**src/rtl/z80_bus_ctrl_pkg.sv**
```systemverilog
// Shared constants, types and helpers for the Z80 bus controller.
// Imported by the interface, the clock generator and the top level.
package z80_bus_ctrl_pkg;

  localparam int unsigned DefNumIo       = 3;
  localparam logic [7:0]  DefIoBase      = 8'h80;
  localparam int unsigned DefIoSpanLog2  = 3;
  localparam logic [7:0]  DefMapBase     = 8'hF0;
  localparam int unsigned DefPageBits    = 4;
  localparam int unsigned DefRomAWidth   = 13;
  localparam int unsigned DefClkDiv      = 5;
  localparam int unsigned DefClkLo       = 2;
  localparam int unsigned DefWaitCycles  = 1;

  // Offsets from MAP_BASE: 0..3 are page registers, 4 is ROM control.
  localparam int unsigned MapNumPages    = 4;
  localparam logic [7:0]  MapOffRomCtl   = 8'd4;
  localparam logic [7:0]  MapNumPorts    = 8'd5;

  typedef enum logic [1:0] {
    StIdle,
    StWait,
    StHold
  } wait_st_e;

  function automatic int unsigned pa_width(input int unsigned page_bits);
    return 14 + page_bits;
  endfunction

  function automatic logic [7:0] io_chan_base(input logic [7:0]  base,
                                              input int unsigned span_log2,
                                              input int unsigned idx);
    return base + 8'(idx << span_log2);
  endfunction

endpackage

```
**src/rtl/z80_bus_ctrl_if.sv**
```systemverilog
// Z80 CPU bus as seen by the bus controller: address/data/strobes in,
// read data, wait and the generated CPU clock out.
interface z80_bus_ctrl_if;
  import z80_bus_ctrl_pkg::*;

  logic [15:0] cpu_a;
  logic [7:0]  cpu_dout;
  logic        mreq_n;
  logic        iorq_n;
  logic        rd_n;
  logic        wr_n;
  logic [7:0]  cpu_din;
  logic        wait_n;
  logic        cpu_clk;

  modport master (
    output cpu_a, cpu_dout, mreq_n, iorq_n, rd_n, wr_n,
    input  cpu_din, wait_n, cpu_clk
  );

  modport slave (
    input  cpu_a, cpu_dout, mreq_n, iorq_n, rd_n, wr_n,
    output cpu_din, wait_n, cpu_clk
  );
endinterface

```
**src/rtl/z80_clk_gen.sv**
```systemverilog
// Divides the system clock into a registered CPU clock and flags the
// system-clock edge on which the CPU clock will rise.
module z80_clk_gen
  import z80_bus_ctrl_pkg::*;
#(
  parameter int unsigned CLK_DIV = DefClkDiv,
  parameter int unsigned CLK_LO  = DefClkLo
) (
  input  logic i_clk,
  input  logic i_reset,
  output logic o_cpu_clk,
  output logic o_rise
);

  localparam int unsigned CW = $clog2(CLK_DIV);
  localparam logic [CW-1:0] LastCnt = CW'(CLK_DIV - 1);
  localparam logic [CW-1:0] LoCnt   = CW'(CLK_LO);

  logic [CW-1:0] r_cnt;
  logic [CW-1:0] w_cnt_nxt;
  logic          r_cpu_clk;
  logic          w_high_nxt;

  always_comb begin
    w_cnt_nxt  = (r_cnt == LastCnt) ? '0 : r_cnt + 1'b1;
    w_high_nxt = (w_cnt_nxt >= LoCnt);
  end

  always_ff @(posedge i_clk or posedge i_reset) begin
    if (i_reset) begin
      r_cnt     <= '0;
      r_cpu_clk <= 1'b0;
    end else begin
      r_cnt     <= w_cnt_nxt;
      r_cpu_clk <= w_high_nxt;
    end
  end

  assign o_cpu_clk = r_cpu_clk;
  // True during the cycle whose closing edge takes cpu_clk from 0 to 1.
  assign o_rise    = ~r_cpu_clk & w_high_nxt;

endmodule

```
**src/rtl/z80_bus_ctrl.sv**
```systemverilog
// Z80 glue: I/O and memory chip selects, 16K paging, ROM overlay,
// read-data mux and memory wait-state insertion.
module z80_bus_ctrl
  import z80_bus_ctrl_pkg::*;
#(
  parameter int unsigned NUM_IO       = DefNumIo,
  parameter logic [7:0]  IO_BASE      = DefIoBase,
  parameter int unsigned IO_SPAN_LOG2 = DefIoSpanLog2,
  parameter logic [7:0]  MAP_BASE     = DefMapBase,
  parameter int unsigned PAGE_BITS    = DefPageBits,
  parameter int unsigned ROM_A_WIDTH  = DefRomAWidth,
  parameter int unsigned CLK_DIV      = DefClkDiv,
  parameter int unsigned CLK_LO       = DefClkLo,
  parameter int unsigned WAIT_CYCLES  = DefWaitCycles,
  localparam int unsigned PA_W        = pa_width(PAGE_BITS)
) (
  input  logic                  i_clk,
  input  logic                  i_reset,
  z80_bus_ctrl_if.slave         bus,
  output logic [PA_W-1:0]       o_phys_a,
  output logic                  o_rom_cs_n,
  output logic                  o_ram_cs_n,
  output logic [NUM_IO-1:0]     o_io_cs_n,
  input  logic [7:0]            i_rom_dout,
  input  logic [7:0]            i_ram_dout,
  input  logic [NUM_IO*8-1:0]   i_io_dout
);

  localparam int unsigned WW = (WAIT_CYCLES > 1) ? $clog2(WAIT_CYCLES) : 1;
  localparam logic [WW-1:0] WaitLast = WW'((WAIT_CYCLES > 0) ? WAIT_CYCLES - 1 : 0);

  logic                 w_rise;
  logic [PAGE_BITS-1:0] r_page [MapNumPages];
  logic                 r_rom_en;
  logic                 r_iow_q;
  logic                 r_mem_q;
  wait_st_e             r_state, w_state_nxt;
  logic [WW-1:0]        r_wcnt, w_wcnt_nxt;

  logic                 w_io_cyc, w_iow, w_iow_start;
  logic [7:0]           w_map_off;
  logic                 w_map_port, w_map_rd;
  logic [7:0]           w_map_data;
  logic                 w_mem, w_mem_fall, w_rom_sel;
  logic [NUM_IO-1:0]    w_io_sel;
  logic [7:0]           w_din;
  logic                 w_unused_dout;

  z80_clk_gen #(
    .CLK_DIV (CLK_DIV),
    .CLK_LO  (CLK_LO)
  ) u_clk_gen (
    .i_clk     (i_clk),
    .i_reset   (i_reset),
    .o_cpu_clk (bus.cpu_clk),
    .o_rise    (w_rise)
  );

  // Address decode
  always_comb begin
    w_io_cyc    = ~bus.iorq_n & (~bus.rd_n | ~bus.wr_n);
    w_iow       = ~bus.iorq_n & ~bus.wr_n;
    w_iow_start = w_iow & ~r_iow_q;
    w_map_off   = bus.cpu_a[7:0] - MAP_BASE;
    w_map_port  = (w_map_off < MapNumPorts);
    w_map_rd    = ~bus.iorq_n & ~bus.rd_n & w_map_port;
    w_mem       = ~bus.mreq_n;
    w_mem_fall  = w_mem & ~r_mem_q;
    w_rom_sel   = r_rom_en && (bus.cpu_a[15:ROM_A_WIDTH] == '0);

    w_io_sel = '0;
    for (int unsigned i = 0; i < NUM_IO; i++) begin
      // A map port shadows any I/O channel that overlaps it.
      if (w_io_cyc && !w_map_port &&
          ((bus.cpu_a[7:0] >> IO_SPAN_LOG2) ==
           (io_chan_base(IO_BASE, IO_SPAN_LOG2, i) >> IO_SPAN_LOG2))) begin
        w_io_sel[i] = 1'b1;
      end
    end

    if (w_map_off == MapOffRomCtl) begin
      w_map_data = {7'b0, ~r_rom_en};
    end else begin
      w_map_data = 8'(r_page[w_map_off[1:0]]);
    end
  end

  // Read mux, assigned from lowest to highest priority
  always_comb begin
    w_din = 8'hFF;
    if (w_mem && !w_rom_sel) w_din = i_ram_dout;
    if (w_mem && w_rom_sel)  w_din = i_rom_dout;
    if (w_map_rd)            w_din = w_map_data;
    for (int i = int'(NUM_IO) - 1; i >= 0; i--) begin
      if (w_io_sel[i]) w_din = i_io_dout[8*i +: 8];
    end
  end

  always_ff @(posedge i_clk or posedge i_reset) begin
    if (i_reset) begin
      for (int unsigned n = 0; n < MapNumPages; n++) begin
        r_page[n] <= PAGE_BITS'(n);
      end
      r_rom_en <= 1'b1;
      r_iow_q  <= 1'b0;
    end else begin
      r_iow_q <= w_iow;
      if (w_iow_start && w_map_port) begin
        if (w_map_off == MapOffRomCtl) begin
          r_rom_en <= ~bus.cpu_dout[0];
        end else begin
          r_page[w_map_off[1:0]] <= bus.cpu_dout[PAGE_BITS-1:0];
        end
      end
    end
  end

  // Wait-state FSM
  always_ff @(posedge i_clk or posedge i_reset) begin
    if (i_reset) begin
      r_state <= StIdle;
      r_wcnt  <= '0;
      r_mem_q <= 1'b0;
    end else begin
      r_state <= w_state_nxt;
      r_wcnt  <= w_wcnt_nxt;
      r_mem_q <= w_mem;
    end
  end

  always_comb begin
    w_state_nxt = r_state;
    w_wcnt_nxt  = r_wcnt;
    unique case (r_state)
      StIdle: begin
        if (w_mem_fall && (WAIT_CYCLES != 0)) begin
          w_state_nxt = StWait;
          w_wcnt_nxt  = '0;
        end
      end
      StWait: begin
        if (!w_mem) begin
          w_state_nxt = StIdle;
        end else if (w_rise) begin
          if (r_wcnt == WaitLast) w_state_nxt = StHold;
          else                    w_wcnt_nxt  = r_wcnt + 1'b1;
        end
      end
      StHold: begin
        if (!w_mem) w_state_nxt = StIdle;
      end
      default: w_state_nxt = StIdle;
    endcase
  end

  assign bus.wait_n    = (r_state != StWait);
  assign bus.cpu_din   = w_din;
  assign o_phys_a      = {r_page[bus.cpu_a[15:14]], bus.cpu_a[13:0]};
  assign o_rom_cs_n    = ~(w_mem & w_rom_sel);
  assign o_ram_cs_n    = ~(w_mem & ~w_rom_sel);
  assign o_io_cs_n     = ~w_io_sel;
  assign w_unused_dout = ^bus.cpu_dout;

endmodule
```
**src/flat_wrapper.sv**
```systemverilog
// flat-port wrapper written by rule: the top's interface ports become plain ports
module z80_bus_ctrl_flat import z80_bus_ctrl_pkg::*;
#(
  parameter int unsigned NUM_IO       = DefNumIo,
  parameter logic [7:0]  IO_BASE      = DefIoBase,
  parameter int unsigned IO_SPAN_LOG2 = DefIoSpanLog2,
  parameter logic [7:0]  MAP_BASE     = DefMapBase,
  parameter int unsigned PAGE_BITS    = DefPageBits,
  parameter int unsigned ROM_A_WIDTH  = DefRomAWidth,
  parameter int unsigned CLK_DIV      = DefClkDiv,
  parameter int unsigned CLK_LO       = DefClkLo,
  parameter int unsigned WAIT_CYCLES  = DefWaitCycles,
  localparam int unsigned PA_W        = pa_width(PAGE_BITS)
)
  (i_clk, i_reset, o_phys_a, o_rom_cs_n, o_ram_cs_n, o_io_cs_n, i_rom_dout, i_ram_dout, i_io_dout, bus_cpu_a, bus_cpu_dout, bus_mreq_n, bus_iorq_n, bus_rd_n, bus_wr_n, bus_cpu_din, bus_wait_n, bus_cpu_clk);
  z80_bus_ctrl_if bus_i ();
  input  logic i_clk;
  input  logic i_reset;
  output logic [PA_W-1:0] o_phys_a;
  output logic o_rom_cs_n;
  output logic o_ram_cs_n;
  output logic [NUM_IO-1:0] o_io_cs_n;
  input  logic [7:0] i_rom_dout;
  input  logic [7:0] i_ram_dout;
  input  logic [NUM_IO*8-1:0] i_io_dout;
  input wire logic [$bits(bus_i.cpu_a)-1:0] bus_cpu_a;
  input wire logic [$bits(bus_i.cpu_dout)-1:0] bus_cpu_dout;
  input wire logic [$bits(bus_i.mreq_n)-1:0] bus_mreq_n;
  input wire logic [$bits(bus_i.iorq_n)-1:0] bus_iorq_n;
  input wire logic [$bits(bus_i.rd_n)-1:0] bus_rd_n;
  input wire logic [$bits(bus_i.wr_n)-1:0] bus_wr_n;
  output wire logic [$bits(bus_i.cpu_din)-1:0] bus_cpu_din;
  output wire logic [$bits(bus_i.wait_n)-1:0] bus_wait_n;
  output wire logic [$bits(bus_i.cpu_clk)-1:0] bus_cpu_clk;
  assign bus_i.cpu_a = bus_cpu_a;
  assign bus_i.cpu_dout = bus_cpu_dout;
  assign bus_i.mreq_n = bus_mreq_n;
  assign bus_i.iorq_n = bus_iorq_n;
  assign bus_i.rd_n = bus_rd_n;
  assign bus_i.wr_n = bus_wr_n;
  assign bus_cpu_din = bus_i.cpu_din;
  assign bus_wait_n = bus_i.wait_n;
  assign bus_cpu_clk = bus_i.cpu_clk;
  z80_bus_ctrl #(.NUM_IO(NUM_IO), .IO_BASE(IO_BASE), .IO_SPAN_LOG2(IO_SPAN_LOG2), .MAP_BASE(MAP_BASE), .PAGE_BITS(PAGE_BITS), .ROM_A_WIDTH(ROM_A_WIDTH), .CLK_DIV(CLK_DIV), .CLK_LO(CLK_LO), .WAIT_CYCLES(WAIT_CYCLES)) u_core (.i_clk(i_clk), .i_reset(i_reset), .bus(bus_i), .o_phys_a(o_phys_a), .o_rom_cs_n(o_rom_cs_n), .o_ram_cs_n(o_ram_cs_n), .o_io_cs_n(o_io_cs_n), .i_rom_dout(i_rom_dout), .i_ram_dout(i_ram_dout), .i_io_dout(i_io_dout));
endmodule
```
**config.mk**
```make
export PLATFORM = sky130hd
export DESIGN_NAME = z80_bus_ctrl_flat
export DESIGN_NICKNAME = d
export VERILOG_FILES = /design/src/rtl/z80_bus_ctrl_pkg.sv /design/src/rtl/z80_bus_ctrl_if.sv /design/src/rtl/z80_clk_gen.sv /design/src/rtl/z80_bus_ctrl.sv /design/src/flat_wrapper.sv
export SDC_FILE = /design/constraint.sdc
export NUM_CORES = 1
export LEC_CHECK = 0
export CAP_MARGIN = 20
export CORE_ASPECT_RATIO = 1.5
export CORE_MARGIN = 1.5
export CORE_UTILIZATION = 41
export DETAILED_ROUTE_END_ITERATION = 8
export GPL_ROUTABILITY_DRIVEN = 0
export HOLD_SLACK_MARGIN = 0.08
export PLACE_DENSITY = 0.82
export SLEW_MARGIN = 10
export SYNTH_ARGS = -nofsm -noshare
export SYNTH_HDL_FRONTEND = slang
export SYNTH_SLANG_ARGS = --single-unit
```
**constraint.sdc**
```tcl
create_clock -name i_clk -period 3.05 [get_ports i_clk]
set_clock_uncertainty 0.15 [all_clocks]
set_input_delay 0.61 -clock i_clk [delete_from_list [all_inputs] [get_ports i_clk]]
set_output_delay 0.61 -clock i_clk [all_outputs]
set_load 0.1 [all_outputs]
```
==> results of run 1 <==
registers in the layout, indices dropped and copies added (netlist names):
name / flops
u_core.r_iow_q: 1
u_core.r_mem_q: 1
u_core.r_page: 16
u_core.r_rom_en: 1
u_core.r_state: 2
u_core.u_clk_gen.o_cpu_clk: 1
u_core.u_clk_gen.r_cnt: 3
stage by stage:
| step | std cells | utilization [%] | TNS, ns |
|---|---|---|---|
| 5_1_grt | 371 | 74.04 | -0.05641 |
| 6_report | 371 | 74.04 | 0 |
| 4_1_cts | 367 | 73.05 | 0 |
| 3_5_place_dp | 359 | 70.66 | -2.130 |
| 3_3_place_gp | 359 | 70.66 | -2.064 |
| 2_1_floorplan | 197 | - | 0 |
layer usage:
layer | vias up | global-route usage (%) | wire (um)
li1 | 936 | - | -
met4 | 0 | 11.86 | 197
met1 | 970 | 25.44 | 2147
met5 | - | 0 | 0
met2 | 91 | 45.55 | 3613
met3 | 16 | 5.789 | 542
cell type report:
class	instances	area share (%)
repair buffers	129	40.23
multi-input cells	135	37.14
flip-flops and latches	25	17.74
well taps	66	2.319
inverters	12	1.265
clock buffers	3	1.160
clock inverters	1	0.1405
layout by cell type, fill, tap and decap left out, drive strengths merged, types with 2 or more instances in the layout:
cell type      count
dlygate4sd2        6
nor2               5
ha                 2
or4b               2
dfrtp             20
nor3              19
o22ai              5
clkbuf             7
nor2b              8
nand3b             3
o21ai              6
clkdlybuf4s15      2
mux2              19
buf               72
clkdlybuf4s50     45
a21oi              7
o31a               3
nor4               3
mux4               8
or4                5
inv               12
nand2b             4
nor4b              2
dfstp              5
nand2             12
a2bb2oi            4
repair_timing:
action / 4_1_cts / 5_1_grt
gates resized for setup: 43 / 18
setup endpoints to repair: 9 / 8
setup buffers: 4 / 7
pin swaps: 13 / 12
kinds of logic after synthesis:
group	share of synthesized area (%)
simple gates	23.28
buf+inv	12.04
compound gates	11.30
mux	20.70
flops	31.02
fa+ha+maj	1.228
xor+xnor	0.4301
critical path: stages:
cell,delay [ns]
dlygate4sd2_1,0.25
nand4bb_4,0.27
or4_4,0.52
nand2b_1,0.20
a32oi_4,0.21
buf_12,0.20
power breakdown:
group	switching, mW	internal [mW]
Combinational	0.253	0.214
Clock	0.101	0.0915
Sequential	0.00458	0.340
how the worst min path moves through the flow:
| stage | cells after the start | start | to | slack, ns |
|---|---|---|---|---|
| 2_1_floorplan | 1 | u_core.r_mem_q | u_core.r_state[0] | 0.27 |
| 3_3_place_gp | 1 | u_core.u_clk_gen.r_cnt[0] | u_core.u_clk_gen.r_cnt[0] | 0.29 |
| 3_5_place_dp | 1 | u_core.r_mem_q | u_core.r_state[0] | 0.30 |
| 4_1_cts | 1 | u_core.r_mem_q | u_core.r_state[0] | 0.31 |
| 5_1_grt | 1 | u_core.r_mem_q | u_core.r_state[0] | 0.32 |
| 6_report | 1 | u_core.r_mem_q | u_core.r_state[0] | 0.30 |
==> summary.txt, run 1 <==
Area leader, netlist -> dfrtp_1
Critical path peak fanout -> 4
Fill cells -> 310
Setup WS pre-CTS -> -0.3031 ns
CP required -> 2.29 ns
DR vias/cell -> 5.426
Worst-margin pin slew -> 0.9162 ns
Post-DP HPWL -> 4.997 mm
Yosys warning total -> 0
Fin. max-slew vios -> 0
Iter 0 DRT Violations -> 102
HP Class -> reg -> reg
Crit path from -> bus_cpu_a[3]
Layout net count -> 378
DIE HEIGHT -> 89.33 um
Number of synthesized flops with an enable pin -> 0
Slew headroom -> 38.85%
Outcome -> finished clean
Number of I/O pins -> 103
Asr flop ratio synth -> 100.0%
Final setup violation count -> 0
Synth cell count leaders -> dfrtp_1 (20), mux2_2 (19), nor3_1 (16)
Kind of critical path -> in -> out
Synthesized area per cell -> 10.34 um^2
# hold bufs at CTS -> 0
Reg2reg setup slack -> 1.17 ns
Final period utilization -> 99.33%
Num rows -> 31
Wire per inst -> 17.52 um
Max VDD drop -> 0.3742 mV
Register Area -> 631.9 um^2
Max Freq -> 330.1 MHz
Final hold vios -> 0
Initial antenna violation count -> 0
Distinct cells, synth -> 48
RSZ-0062 raised after global routing -> true
R2R Path End -> u_core.r_state[1]
Routed WL -> 6.501 mm
Number of global-route vias before repair -> 2044
Post-Place Cell Area -> 3398 um^2
Top_reg_cell synth -> dfrtp_1
Worst-Skew Late Latency -> 0.27 ns
Footprint of the multi-input gates -> 1323 um^2
Clock tree root buffer cell -> clkbuf_8
Clock buffer depth -> 2
Number of CTS-inserted buffers -> 3
Die X -> 60.55 um
Hold Slack -> 0.2990 ns
GR Util All Layers -> 24.68%
Vias -> 2013
N_diodes -> 0
Largest net degree at the start of global routing -> 26
Final Power -> 1.005 mW
Most frequent cell after synthesis -> dfrtp_1
Gr ovfl total -> 0
Clk pin slew, worst setup/hold paths -> 0.08 ns
Layout area overhead -> 74.82%
Reg2reg path depth -> 6
PD cells -> 282.2 nW/um^2
Max-cap check violation count -> 0
P_leak -> 1.571 nW
Share of cells above drive strength 1 -> 46.23%
Syn nets -> 269
Setup ws final -> 0.02052 ns
Register area share after synthesis -> 31.02%
Top cell type's share of synthesized area -> 24.57%
Min Clock Period, post-route -> 3.029 ns
H-tree depth -> 1
Die area -> 5409 um^2
Pre-antenna DRT Iters -> 4
CP endpoint -> bus_cpu_din[0]
Critical path arrival -> 2.27 ns
Area of the core -> 4810 um^2
Post-route ant nets -> 0
Starting Density -> 42.35%
Post-synthesis cell count -> 197
Synthesized flop and latch total -> 25
Top post-synthesis cells by area -> dfrtp_1 (25%), mux2_2 (11%), dfstp_2 (6.4%)
Clk sink count -> 25
Startpoint types -> primary input
TritonCTS clock tree -> yes
Reg-to-reg startpoint -> u_core.u_clk_gen.r_cnt[0]
Endpoint class of the critical path -> primary output
Layout Cell Area excl Fill -> 3561 um^2
Post-Syn Area -> 2037 um^2
Number of port buffers -> 88
DRC viols -> 0
First-pass GRT wire length -> 9.867 mm
Note: power is estimated with default switching activity, not from simulation.
==> inputs of run 2 (changes only) <==
--- a/config.mk
+++ b/config.mk
@@ -7,7 +7,7 @@
 export LEC_CHECK = 0
 export CAP_MARGIN = 20
 export CORE_ASPECT_RATIO = 1.5
-export CORE_MARGIN = 1.5
+export CORE_MARGIN = 3
 export CORE_UTILIZATION = 41
 export DETAILED_ROUTE_END_ITERATION = 8
 export GPL_ROUTABILITY_DRIVEN = 0
==> run 2 against run 1 <==
  * Combinational power barely moved
  * Count of clock-buffer cells in the layout did not move
  * Flip-flop and latch count did not move
  * Setup slack improved by 0.00071 ns
  * Routed wire length rose by 1.2%
  * Maximum frequency barely moved
  * Core utilization rose by 2.6 points
  * Highest routed layer unchanged
==> summary.txt, run 2 (same netlist as run 1, synthesis figures left out) <==
Outcome -> finished clean
R2R Path End -> u_core.r_state[1]
Routed WL -> 6.579 mm (+1.2%)
Fill cells -> 304 (-1.9%)
Min Clock Period, post-route -> 3.029 ns (-0.0007084 ns)
Final hold vios -> 0 (unchanged)
Utilization after layout -> 76.61% (+2.6 points)
Worst Hold Endpoint -> u_core.r_state[0]
Hold Path Origin -> u_core.r_mem_q
Slew headroom -> 72.92% (+34 points)
Initial antenna violation count -> 0 (unchanged)
H-tree depth -> 1 (unchanged)
Post-Layout Cell Count -> 371 (unchanged)
Wire per inst -> 17.73 um (+1.2%)
Final setup TNS -> 0 ns (unchanged)
Register with the most flip-flops -> u_core.r_page
Register Area -> 631.9 um^2 (unchanged)
Clock tree root buffer cell -> clkbuf_8
Worst hold path depth -> 1 (unchanged)
Number of port buffers -> 88 (unchanged)
Kind of critical path -> in -> out
First-pass GRT wire length -> 10.25 mm (+3.8%)
Startpoint types -> primary input
Clk pin slew, worst setup/hold paths -> 0.08 ns (about the same)
Critical path cell sequence -> dlygate4sd2_1, buf_6, nor4b_4, buf_4, buf_4, or4_4, a2bb2oi_4, buf_12
Number of I/O pins -> 103 (unchanged)
PD cells -> 278.7 nW/um^2 (-1.2%)
Reg2reg path depth -> 6 (unchanged)
Worst-margin pin slew -> 0.3960 ns (-0.5202 ns)
Final Power -> 0.9938 mW (-1.1%)
Worst-Skew Late Latency -> 0.26 ns (about the same)
Num rows -> 30 (-3.2%)
DRC viols -> 0 (unchanged)
DP Cell Count -> 359 (unchanged)
Critical path peak fanout -> 5 (+1)
Pre-antenna DRT Iters -> 4 (unchanged)
Vias -> 1976 (-1.8%)
Endpoint class of the critical path -> primary output
N_diodes -> 0 (unchanged)
Reg-to-reg startpoint -> u_core.u_clk_gen.r_cnt[0]
Layout area overhead -> 75.06%
Max-cap check violation count -> 0 (unchanged)
Reg2reg setup slack -> 1.13 ns (-0.04 ns)
Post-DP HPWL -> 5.197 mm (+4.0%)
Biggest regs -> u_core.r_page x16, u_core.u_clk_gen.r_cnt x3, u_core.r_state x2
Largest register FFs -> 16 (unchanged)
Largest net degree at the start of global routing -> 26 (unchanged)
Area of the core -> 4654 um^2 (-3.2%)
DR vias/cell -> 5.326 (-1.8%)
P_leak -> 1.578 nW (+0.47%)
Largest delay share family, worst path -> buffers and inverters
Number of CTS-inserted buffers -> 3 (unchanged)
Share of cells above drive strength 1 -> 48.53% (+2.3 points)
Starting Density -> 43.76% (+1.4 points)
Layout net count -> 380 (+0.53%)
RSZ-0062 raised after global routing -> true
TritonCTS clock tree -> yes
Die X -> 63.55 um (+5.0%)
Max Freq -> 330.2 MHz (about the same)
DIE HEIGHT -> 92.33 um (+3.4%)
Footprint of the multi-input gates -> 1334 um^2 (+0.85%)
Clk sink count -> 25 (unchanged)
Post-route ant nets -> 0 (unchanged)
Clock buffer depth -> 2 (unchanged)
Hold Slack -> 0.3107 ns (+0.01164 ns)
Critical path's largest stage delay -> 0.55 ns (+0.03 ns)
Buf/Inv on CP -> 5 (+3)
Die area -> 5867 um^2 (+8.5%)
Iter 0 DRT Violations -> 75 (-26%)
CP required -> 2.29 ns (about the same)
Gr ovfl total -> 0 (unchanged)
Critical path's slowest cell -> or4_4
Max VDD drop -> 0.5056 mV (+35%)
Commonest non-fill, non-tap cell in the layout -> clkdlybuf4s50_1
GR Util All Layers -> 21.93% (-2.7 points)
Critical path arrival -> 2.27 ns (about the same)
Most frequent cells in the layout -> clkdlybuf4s50_1 (45), buf_4 (42), buf_12 (26)
Final setup violation count -> 0 (unchanged)
CP dominant cell by count -> buf_4
Fin. max-slew vios -> 0 (unchanged)
Number of global-route vias before repair -> 2126 (+4.0%)
Final period utilization -> 99.30% (about the same)
HP Class -> reg -> reg
[run 2: changes by cell type in the layout (fill, tap and decap cells not counted), sizes merged]
cell / before / now
dlygate4sd2: 6 / 3
buf: 72 / 74
clkbuf: 7 / 9
clkdlybuf4s15: 2 / 3
[run 2: worst max-delay path by stage]
stage | startpoint | end | slack (ns) | cells after the start
global placement | bus_cpu_a[14] | bus_cpu_din[3] | -0.32 | 7
detailed placement | bus_cpu_a[14] | bus_cpu_din[3] | -0.36 | 7
CTS | bus_cpu_a[0] | bus_cpu_din[6] | 0.002 | 8
global route | bus_wr_n | bus_cpu_din[7] | -0.02 | 8
floorplan | bus_cpu_a[0] | bus_cpu_din[0] | 0.05 | 5
finish | bus_rd_n | bus_cpu_din[6] | 0.02 | 8
[run 2: power breakdown]
part | switching [mW] | internal, mW | leakage [nW]
clock network | 0.0945 | 0.0910 | 0.0255
logic | 0.252 | 0.212 | 1.24
registers | 0.00480 | 0.340 | 0.316
[run 2: timing repair]
action,CTS,global route
cloned,0,0
hold buffers,0,0
resized for setup,47,21
setup endpoints to repair,11,8
hold endpoints to repair,0,0
pin swaps,8,8
buffers inserted,5,4
[run 2: per-stage QoR]
stage / worst slack [ns] / instance area, um^2
after floorplan: 0.04816 / 2132
after global placement: -0.3210 / 3411
after detailed placement: -0.3630 / 3411
after CTS: 0.001636 / 3536
after global routing: -0.02237 / 3566
final: 0.02123 / 3566
[run 2: metal layers]
metal / up-vias / GRT usage (%) / routed length, um
met5: - / 0 / 0
met3: 16 / 5.097 / 521
met4: 0 / 7.748 / 180
met2: 84 / 42.37 / 3525
li1: 935 / - / -
met1: 941 / 22.39 / 2351
[run 2: cell type report]
class	count	area share (%)
Clock inverter	1	0.1404
Clock buffer	3	1.158
Tap cell	64	2.246
Timing Repair Buffer	131	40.07
Sequential cell	25	17.72
Inverter	12	1.263
Multi-Input combinational cell	135	37.40
==> inputs of run 3 (changes only) <==
--- a/config.mk
+++ b/config.mk
@@ -9,6 +9,7 @@
 export CORE_ASPECT_RATIO = 1.5
 export CORE_MARGIN = 3
 export CORE_UTILIZATION = 41
+export CTS_CLUSTER_SIZE = 30
 export DETAILED_ROUTE_END_ITERATION = 8
 export GPL_ROUTABILITY_DRIVEN = 0
 export HOLD_SLACK_MARGIN = 0.08
==> results of run 3 <==
Same layout as run 2: the final DEF is identical, and so are final timing and power.
